**src/rtl/shift_exec_pipe.sv**
```systemverilog
// Two-stage shift/rotate execute unit: stage A buffers the op, stage B holds the result for writeback.
// Optional arithmetic right shift (SRA via SRL + in_arith) is enabled by defining SHIFT_ARITH_EN.
module shift_exec_pipe #(
    parameter int TAG_W = 3
) (
    input  logic             clk,
    input  logic             rst,
    input  logic             flush,
    input  logic             in_valid,
    output logic             in_ready,
    input  logic [15:0]      in_data,
    input  logic [3:0]       in_count,
    input  logic [1:0]       in_op,
    input  logic             in_arith,
    input  logic [TAG_W-1:0] in_tag,
    output logic             out_valid,
    input  logic             out_ready,
    output logic [15:0]      out_data,
    output logic [TAG_W-1:0] out_tag,
    output logic             out_zero
);

    typedef enum logic [1:0] {
        OP_ROL = 2'b00,
        OP_SLL = 2'b01,
        OP_ROR = 2'b10,
        OP_SRL = 2'b11
    } shift_op_e;

    logic             a_valid_q;
    logic [15:0]      a_data_q;
    logic [3:0]       a_count_q;
    shift_op_e        a_op_q;
    logic [TAG_W-1:0] a_tag_q;

    logic             b_valid_q;
    logic [15:0]      b_data_q;
    logic [TAG_W-1:0] b_tag_q;
    logic             b_zero_q;

    logic             advance_b;
    logic             advance_a;
    logic             accept;
    logic             fill_bit;
    logic [15:0]      shift_d;

`ifdef SHIFT_ARITH_EN
    logic a_arith_q;
    assign fill_bit = a_arith_q && (a_op_q == OP_SRL) && a_data_q[15];
`else
    logic unused_arith;
    assign unused_arith = in_arith;
    assign fill_bit     = 1'b0;
`endif

    assign advance_b = !b_valid_q || out_ready;
    assign advance_a = a_valid_q && advance_b;
    assign in_ready  = !flush && (!a_valid_q || advance_b);
    assign accept    = in_valid && in_ready;

    function automatic logic [15:0] rev16(input logic [15:0] v);
        logic [15:0] r;
        for (int i = 0; i < 16; i++) begin
            r[i] = v[15-i];
        end
        return r;
    endfunction

    // Left ops reuse the right-shift network by reversing operand and result.
    logic        is_left;
    logic        rotate;
    logic [15:0] net_in;
    logic [15:0] st1, st2, st4, st8;

    // NOTE: every signal written in always_comb is assigned on all paths, so no latch is inferred.
    always_comb begin
        is_left = (a_op_q == OP_ROL) || (a_op_q == OP_SLL);
        rotate  = (a_op_q == OP_ROL) || (a_op_q == OP_ROR);
        net_in  = is_left ? rev16(a_data_q) : a_data_q;
        st1 = a_count_q[0] ? {(rotate ? net_in[0]   : fill_bit),      net_in[15:1]} : net_in;
        st2 = a_count_q[1] ? {(rotate ? st1[1:0]    : {2{fill_bit}}), st1[15:2]}    : st1;
        st4 = a_count_q[2] ? {(rotate ? st2[3:0]    : {4{fill_bit}}), st2[15:4]}    : st2;
        st8 = a_count_q[3] ? {(rotate ? st4[7:0]    : {8{fill_bit}}), st4[15:8]}    : st4;
        shift_d = is_left ? rev16(st8) : st8;
    end

    // NOTE: sequential state uses non-blocking assignments so every register samples pre-edge values.
    always_ff @(posedge clk or negedge rst) begin
        if (!rst) begin
            a_valid_q <= 1'b0;
            a_data_q  <= '0;
            a_count_q <= '0;
            a_op_q    <= OP_ROL;
            a_tag_q   <= '0;
`ifdef SHIFT_ARITH_EN
            a_arith_q <= 1'b0;
`endif
        end else begin
            if (flush) begin
                a_valid_q <= 1'b0;
            end else if (accept) begin
                a_valid_q <= 1'b1;
            end else if (advance_a) begin
                a_valid_q <= 1'b0;
            end
            if (accept) begin
                a_data_q  <= in_data;
                a_count_q <= in_count;
                a_op_q    <= shift_op_e'(in_op);
                a_tag_q   <= in_tag;
`ifdef SHIFT_ARITH_EN
                a_arith_q <= in_arith;
`endif
            end
        end
    end

    // Output data is loaded even in a flush cycle; the cleared valid bit makes it don't-care.
    always_ff @(posedge clk or negedge rst) begin
        if (!rst) begin
            b_valid_q <= 1'b0;
            b_data_q  <= '0;
            b_tag_q   <= '0;
            b_zero_q  <= 1'b0;
        end else begin
            if (flush) begin
                b_valid_q <= 1'b0;
            end else if (advance_a) begin
                b_valid_q <= 1'b1;
            end else if (out_ready) begin
                b_valid_q <= 1'b0;
            end
            if (advance_a) begin
                b_data_q <= shift_d;
                b_tag_q  <= a_tag_q;
                b_zero_q <= (shift_d == 16'h0000);
            end
        end
    end

    assign out_valid = b_valid_q;
    assign out_data  = b_data_q;
    assign out_tag   = b_tag_q;
    assign out_zero  = b_zero_q;

endmodule

```
**config.mk**
```make
export PLATFORM = sky130hd
export DESIGN_NAME = shift_exec_pipe
export DESIGN_NICKNAME = d
export VERILOG_FILES = /design/src/rtl/shift_exec_pipe.sv
export SDC_FILE = /design/constraint.sdc
export NUM_CORES = 1
export LEC_CHECK = 0
export ABC_CLOCK_PERIOD_IN_PS = 7300
export BUFFER_PORTS_ARGS = -buffer_cell sky130_fd_sc_hd__buf_2
export CORE_AREA = 2 2 104 106
export CTS_CLUSTER_DIAMETER = 150
export DETAILED_ROUTE_END_ITERATION = 12
export DIE_AREA = 0 0 106 108
export GPL_ROUTABILITY_DRIVEN = 0
export GPL_TIMING_DRIVEN = 0
export SLEW_MARGIN = 20
export SYNTH_ARGS = -nofsm -noshare
export SYNTH_HDL_FRONTEND = slang
export SYNTH_SLANG_ARGS = --single-unit
```
**constraint.sdc**
```tcl
create_clock -name clk -period 7.3 [get_ports clk]
set_input_delay 0.73 -clock clk [delete_from_list [all_inputs] [get_ports clk]]
set_output_delay 0.73 -clock clk [all_outputs]
set_load 0.05 [all_outputs]
```
==> results of run 1 <==
[placed cells by master (no fill, tap or decap), types with 2 or more instances in the layout]
| cell | instances |
|---|---|
| buf_2 | 54 |
| dfrtp_1 | 47 |
| mux2_2 | 37 |
| mux2i_1 | 29 |
| nand2_1 | 26 |
| nor2_1 | 25 |
| clkbuf_1 | 15 |
| o21ai_1 | 15 |
| mux4_2 | 13 |
| nor2b_1 | 9 |
| mux2_1 | 9 |
| a211oi_1 | 8 |
| a22oi_1 | 6 |
| a21oi_1 | 5 |
| mux4_1 | 5 |
| o22ai_1 | 5 |
| nor3_1 | 5 |
| clkbuf_8 | 5 |
| nand2b_1 | 4 |
| o21ai_0 | 4 |
| nand3_1 | 4 |
| a21o_1 | 4 |
| buf_6 | 3 |
| a311oi_1 | 3 |
| clkinv_1 | 3 |
| buf_1 | 3 |
| and2_1 | 3 |
| inv_1 | 2 |
| a221o_1 | 2 |
| mux2_4 | 2 |
| o32ai_1 | 2 |
| o31ai_1 | 2 |
| a31oi_1 | 2 |
[cells by family after synthesis]
logic type / synth area share
muxes: 0.358
and+or+nand+nor: 0.118
xor gates and xnor gates: 0.00249
DFF: 0.334
AOI/OAI and AO/OA: 0.141
buffers and inverters: 0.0465
[power by group through the flow]
| stage | Clock (mW) | Combinational, mW | Sequential [mW] |
|---|---|---|---|
| 6_report | 0.196 | 0.674 | 0.369 |
| 5_1_grt | 0.214 | 0.723 | 0.378 |
| 4_1_cts | 0.203 | 0.670 | 0.370 |
| 3_5_place_dp | 0 | 0.667 | 0.375 |
| 3_3_place_gp | 0 | 0.661 | 0.371 |
| 2_1_floorplan | 0 | 0.385 | 0.496 |
[layer usage]
layer | track usage | share of wire | vias up
li1 | - | - | 1368
met1 | 0.226 | 0.46 | 1438
met2 | 0.272 | 0.47 | 111
met3 | 0.0338 | 0.061 | 13
met4 | 0.0451 | 0.013 | 0
met5 | 0 | 0 | -
[per-stage QoR]
step	hold slack [ns]	util	worst slack (ns)	instance area, um2
after CTS	0.488	0.397	4.24	4060
after floorplan	0.434	-	4.63	3520
final	0.425	0.397	4.24	4060
after detailed placement	0.467	0.386	4.28	3950
after global routing	0.473	0.397	4.05	4060
after global placement	0.463	0.386	4.28	3950
[worst paths after layout]
| path | startpoint | end | slack (ns) | depth (start not counted) |
|---|---|---|---|---|
| worst max-delay path | a_op_q[1]$_DFFE_PN0P_ | out_zero$_DFFE_PN0P_ | 4.24 | 9 |
| worst min-delay path | rst | a_data_q[7]$_DFFE_PN0P_ | 0.42 | 1 |
| worst max register to register | a_op_q[1]$_DFFE_PN0P_ | out_zero$_DFFE_PN0P_ | 4.24 | 9 |
| worst min register to register | out_data[0]$_DFFE_PN0P_ | out_data[0]$_DFFE_PN0P_ | 0.48 | 2 |
| max in group asynchronous | rst | a_op_q[1]$_DFFE_PN0P_ | 6.48 | 1 |
| min in group clk | out_data[0]$_DFFE_PN0P_ | out_data[0]$_DFFE_PN0P_ | 0.48 | 2 |
[flip-flops by register name, summed over array words and instances (netlist names)]
register,cells
a_count_q,4
a_data_q,16
a_op_q,2
a_tag_q,3
a_valid_q,1
out_data,16
out_tag,3
out_valid,1
out_zero,1
[layout make-up]
| class | count | area (um2) | area share |
|---|---|---|---|
| multi-input combinational | 251 | 2180 | 0.537 |
| buffer | 26 | 141 | 0.0348 |
| timing repair buffer | 51 | 258 | 0.0634 |
| tap | 136 | 170 | 0.0419 |
| clock inverter | 3 | 43.8 | 0.0108 |
| sequential | 47 | 1180 | 0.289 |
| clock buffer | 5 | 68.8 | 0.0169 |
| inverter | 6 | 22.5 | 0.00554 |
==> metrics.txt, run 1 <==
worst-margin pin slew a little under 0.7 ns; Total Power 1.24 mW; # fillers 1043; non-filler cells, final 525; Reg power frac 0.298; port buffer count a little over 50; async set or reset register ratio after synthesis 1.00; CP required approximately 7.5 ns; Critical Path Fanout Max 10; Worst VDD drop ~130 uV; DR WL/cell 17.5 um; io pins 53; Worst-Skew Late Latency ~0.31 ns; vias in the first global route 2999; Worst setup EP type flip-flop; Starting DRT DRC Count roughly 200; Initial DRT Pass Iterations 4; Post-synth EDFFs 0; Fin. Hold Viols 0; core area 10200 um2; Clk pin slew, worst setup/hold paths 0.10 ns; Congestion Overflow GR 0; Mapped Cells 330; row count 37; Main synth FF type dfrtp_1; Starting Density 0.344; Resized cells post-CTS 0; fin crit share 0.419; largest net degree at the start of global routing 48; Comb pwr share 0.544; post-route ant nets 0; CTS root buffer clkbuf_8; proportion of layout cells with a drive suffix above 1 0.326; worst hold path type input port to asynchronous set/reset pin; hpwl dp 7020 um; WL final 9180 um; Critical-path top delay cell or4b_4; synth unique cells 56; status finished clean; Placed Cells between 500 and 600; FMAX 0.327 GHz; Warnings, synthesis 0; CTS Hold Bufs 0; Rel. slew slack 0.544; Setup CP Type flip-flop to flip-flop; total die area 11400 um2; top post-synthesis cells by count 47 x dfrtp_1, 37 x mux2_2, 29 x mux2i_1, 26 x nand2_1, 25 x nor2_1; Longest Clk Path Bufs 2; post-synthesis register bit count 47; Setup-failing EPs final 0; initial antenna violation count 0; startpoint types flip-flop; Mean Syn Cell Area about 11 um2; max incr delay on CP around 0.55 ns; synth top area cells dfrtp_1 33%, mux2_2 12%, mux4_2 8.3%; chip height 108 um; Synth top area share 0.334; pwr dens 305 nW/um2; area grow syn2layout 15.3%; Sinks on Clock Net 47; clock share of power 0.158; CP arrival ~3.3 ns; Num CTS Buffers 5; crit path buf inv count 3; vias per cell 5.58; crit-path leading delay family buffers and inverters; die width 106 um; Yosys top cell by area dfrtp_1; Final Max Tran Viols 0; first-pass GRT wire length 15100 um; count leader, synth dfrtp_1; H-tree levels 2; aggregate global-route resource usage 0.166; DR vias 2930; setup_tns 0 ns; sequential area share after synthesis 0.334; Post-Syn Area roughly 3500 um2; Sw Share 0.452; # diodes 0; Worst Skew between 0.01 and 0.015 ns; remaining routing DRC violations 0; Leak Pwr 1.76 nW; fin nets roughly 420; post-CTS setup buffer count 0; Psw 0.560 mW; Max Cap Viol 0; Cell Chain, Critical Path buf_2, clkinv_1, clkbuf_1, mux2_2, a22oi_2, o311ai_2, or4b_4, nor4_2, a32o_2; CTS tree built; syn_nets between 300 and 400; RSZ-0062 raised after global routing no; fin crit period 3.06 ns; Int Power 0.678 mW
No activity file was read; power rests on OpenSTA's default activity.
==> run 2, diff against run 1 <==
- ABC_AREA: unset -> 1
- ABC_CLOCK_PERIOD_IN_PS: 7300 -> 2900
- CORE_AREA: 2 2 104 106 -> 2 2 97 99
- DIE_AREA: 0 0 106 108 -> 0 0 99 101
- clock period: 7.3 -> 2.9 ns (I/O delays scaled with it)
==> metrics.txt, run 2 <==
status complete, but fails checks; violations in the final reports hold timing; Worst setup EP type flip-flop; Warnings, synthesis 0 (unchanged); setup ws final 0.883 ns (-3.36 ns); Post-synth EDFFs 0 (unchanged); synth top area cells dfrtp_1 39%, nand3_1 21%, nand2_1 14%; Main synth FF type dfrtp_1; pwr dens 729 nW/um2 (+140%); Yosys top cell by area dfrtp_1; cell repeated most along the worst path nand2_1; max incr delay on CP 0.44 ns (-0.11 ns); Fin. Hold Viols 47 (+47); commonest non-fill, non-tap cell in the layout nand3_1; area grow syn2layout 16.3%; worst hold path type input port to asynchronous set/reset pin; Post-Syn Area 3030 um2 (-14%); DR WL/cell 14.2 um (-19%); worst hold margin -0.0261 ns (-0.451 ns); Clk pin slew, worst setup/hold paths 0.10 ns (about the same); CP arrival 2.27 ns (-1.03 ns); remaining routing DRC violations 0 (unchanged); Worst Skew 0.00899 ns (-0.00210 ns); Longest Clk Path Bufs 2 (unchanged); core area 8980 um2 (-12%); first-pass GRT wire length 14500 um (-4.4%); proportion of layout cells with a drive suffix above 1 0.232 (-0.0943); Setup-failing EPs final 0 (unchanged); hpwl dp 6550 um (-6.8%); worst slack at placement 0.929 ns (-3.36 ns); Mean Syn Cell Area 7.24 um2 (-32%); Num CTS Buffers 5 (unchanged); DR vias 3129 (+6.8%); CTS tree built; Worst-Skew Late Latency 0.31 ns (about the same); fin crit period 2.02 ns (-1.04 ns); CP required 3.16 ns (-4.38 ns); post-CTS setup buffer count 0 (unchanged); count leader, synth nand3_1; async set or reset register ratio after synthesis 1.00 (unchanged); post-synthesis register bit count 47 (unchanged); post-route ant nets 0 (unchanged); vias per cell 5.31 (-4.8%); row count 35 (-5.4%); Worst VDD drop 234 uV (+86%); initial antenna violation count 0 (unchanged); fin nets 508 (+21%); WL final 8380 um (-8.7%); CTS root buffer clkbuf_8; die width 99 um (-6.6%); fin crit share 0.696 (+0.277); Setup CP Type flip-flop to flip-flop; syn_nets 450 (+25%); Resized cells post-CTS 0 (unchanged); setup_tns 0 ns (unchanged); Sinks on Clock Net 47 (unchanged); startpoint types flip-flop; Critical Path Fanout Max 10 (unchanged); chip height 101 um (-6.5%); aggregate global-route resource usage 0.177 (+0.0101); final core utilization 0.393 (-0.00418); port buffer count 51 (unchanged); Initial DRT Pass Iterations 5 (+1); Congestion Overflow GR 0 (unchanged); crit path buf inv count 2 (-1); Final Max Tran Viols 0 (unchanged); # diodes 0 (unchanged); Starting DRT DRC Count 273 (+38%); Mapped Cells 419 (+27%); FMAX 0.496 GHz (+51%); largest net degree at the start of global routing 48 (unchanged); Leak Pwr 1.79 nW (+1.6%); worst-margin pin slew 0.594 ns (-0.0908 ns); top post-synthesis cells by count 125 x nand3_1, 117 x nand2_1, 47 x dfrtp_1, 25 x nor2_1, 17 x mux2_2; sequential area share after synthesis 0.388 (+0.0540); synth unique cells 22 (-61%); total die area 10000 um2 (-13%); Synth top area share 0.388 (+0.0540); crit-path leading delay family simple AND/OR/NAND/NOR gates; vias in the first global route 3049 (+1.7%); H-tree levels 2 (unchanged); Cell Chain, Critical Path inv_2, buf_1, nand3_1, nand3_1, nand2_1, nand2_1, nand2_1, nor2_1, nand2_1, nor2_1, nand2_1, nand2_1; io pins 53 (unchanged); # fillers 968 (-7.2%); RSZ-0062 raised after global routing no; most frequent cells in the layout 125 x nand3_1, 117 x nand2_1, 57 x buf_2, 47 x dfrtp_1, 25 x nor2_1; Rel. slew slack 0.604 (+0.0605); Starting Density 0.338 (-0.00654); CTS Hold Bufs 0 (unchanged); Max Cap Viol 0 (unchanged); Critical-path top delay cell dfrtp_1
## run 2: per-stage QoR
step	total power, mW	instances	cell area [um2]
floorplan	1.83	419	3030
CTS	2.58	589	3530
global placement	2.12	581	3430
finish	2.57	589	3530
detailed placement	2.14	581	3430
global route	2.76	589	3530
## run 2: where the power goes
group | total, mW | internal (mW) | leakage, nW | switching, mW
Sequential | 0.868 | 0.784 | 0.555 | 0.0842
Combinational | 1.27 | 0.376 | 1.18 | 0.890
Clock | 0.436 | 0.195 | 0.0474 | 0.241
Total | 2.57 | 1.35 | 1.79 | 1.22
## run 2: kinds of logic after synthesis
kind of cell,share of synthesized area
AND/OR/NAND/NOR,0.428
flip-flops,0.388
buffers and inverters,0.0652
AO/OA/AOI/OAI,0.0561
multiplexers,0.0631
## run 2: area by class of cell
class / instances / area (um2) / share of cell area
Buffer: 23 / 136 / 0.0387
Inverter: 15 / 61.3 / 0.0174
Multi-Input combinational cell: 334 / 1660 / 0.470
Clock inverter: 2 / 16.3 / 0.00461
Timing Repair Buffer: 51 / 258 / 0.0730
Clock buffer: 6 / 82.6 / 0.0234
Tap cell: 111 / 139 / 0.0394
Sequential cell: 47 / 1180 / 0.333
## run 2: worst paths after layout
kind	startpoint	endpoint	slack (ns)	cells after the start
max in group asynchronous	rst	out_data[9]$_DFFE_PN0P_	2.52	1
max	a_count_q[2]$_DFFE_PN0P_	out_zero$_DFFE_PN0P_	0.88	12
min in group clk	flush	out_valid$_DFFE_PN0P_	0.14	2
min	rst	a_data_q[2]$_DFFE_PN0P_	-0.03	1
max reg2reg	a_count_q[2]$_DFFE_PN0P_	out_zero$_DFFE_PN0P_	0.88	12
min reg2reg	a_tag_q[1]$_DFFE_PN0P_	out_tag[1]$_DFFE_PN0P_	0.48	2
## run 2: worst register-to-register path: stages (launching register included)
cell and delay [ns]:
dfrtp_1 0.44, inv_2 0.16, buf_1 0.41, nand3_1 0.21
nand3_1 0.11, nand2_1 0.08, nand2_1 0.09, nand2_1 0.06
nor2_1 0.13, nand2_1 0.06, nor2_1 0.11, nand2_1 0.06
nand2_1 0.05
## run 2: routing by layer
| layer | part of all wire | wire length (um) | GRT usage | vias to the layer above |
|---|---|---|---|---|
| met3 | 0.045 | 375 | 0.0270 | 15 |
| li1 | - | - | - | 1535 |
| met5 | 0 | 0 | 0 | - |
| met2 | 0.49 | 4070 | 0.299 | 84 |
| met1 | 0.45 | 3800 | 0.234 | 1495 |
| met4 | 0.016 | 134 | 0.0516 | 0 |
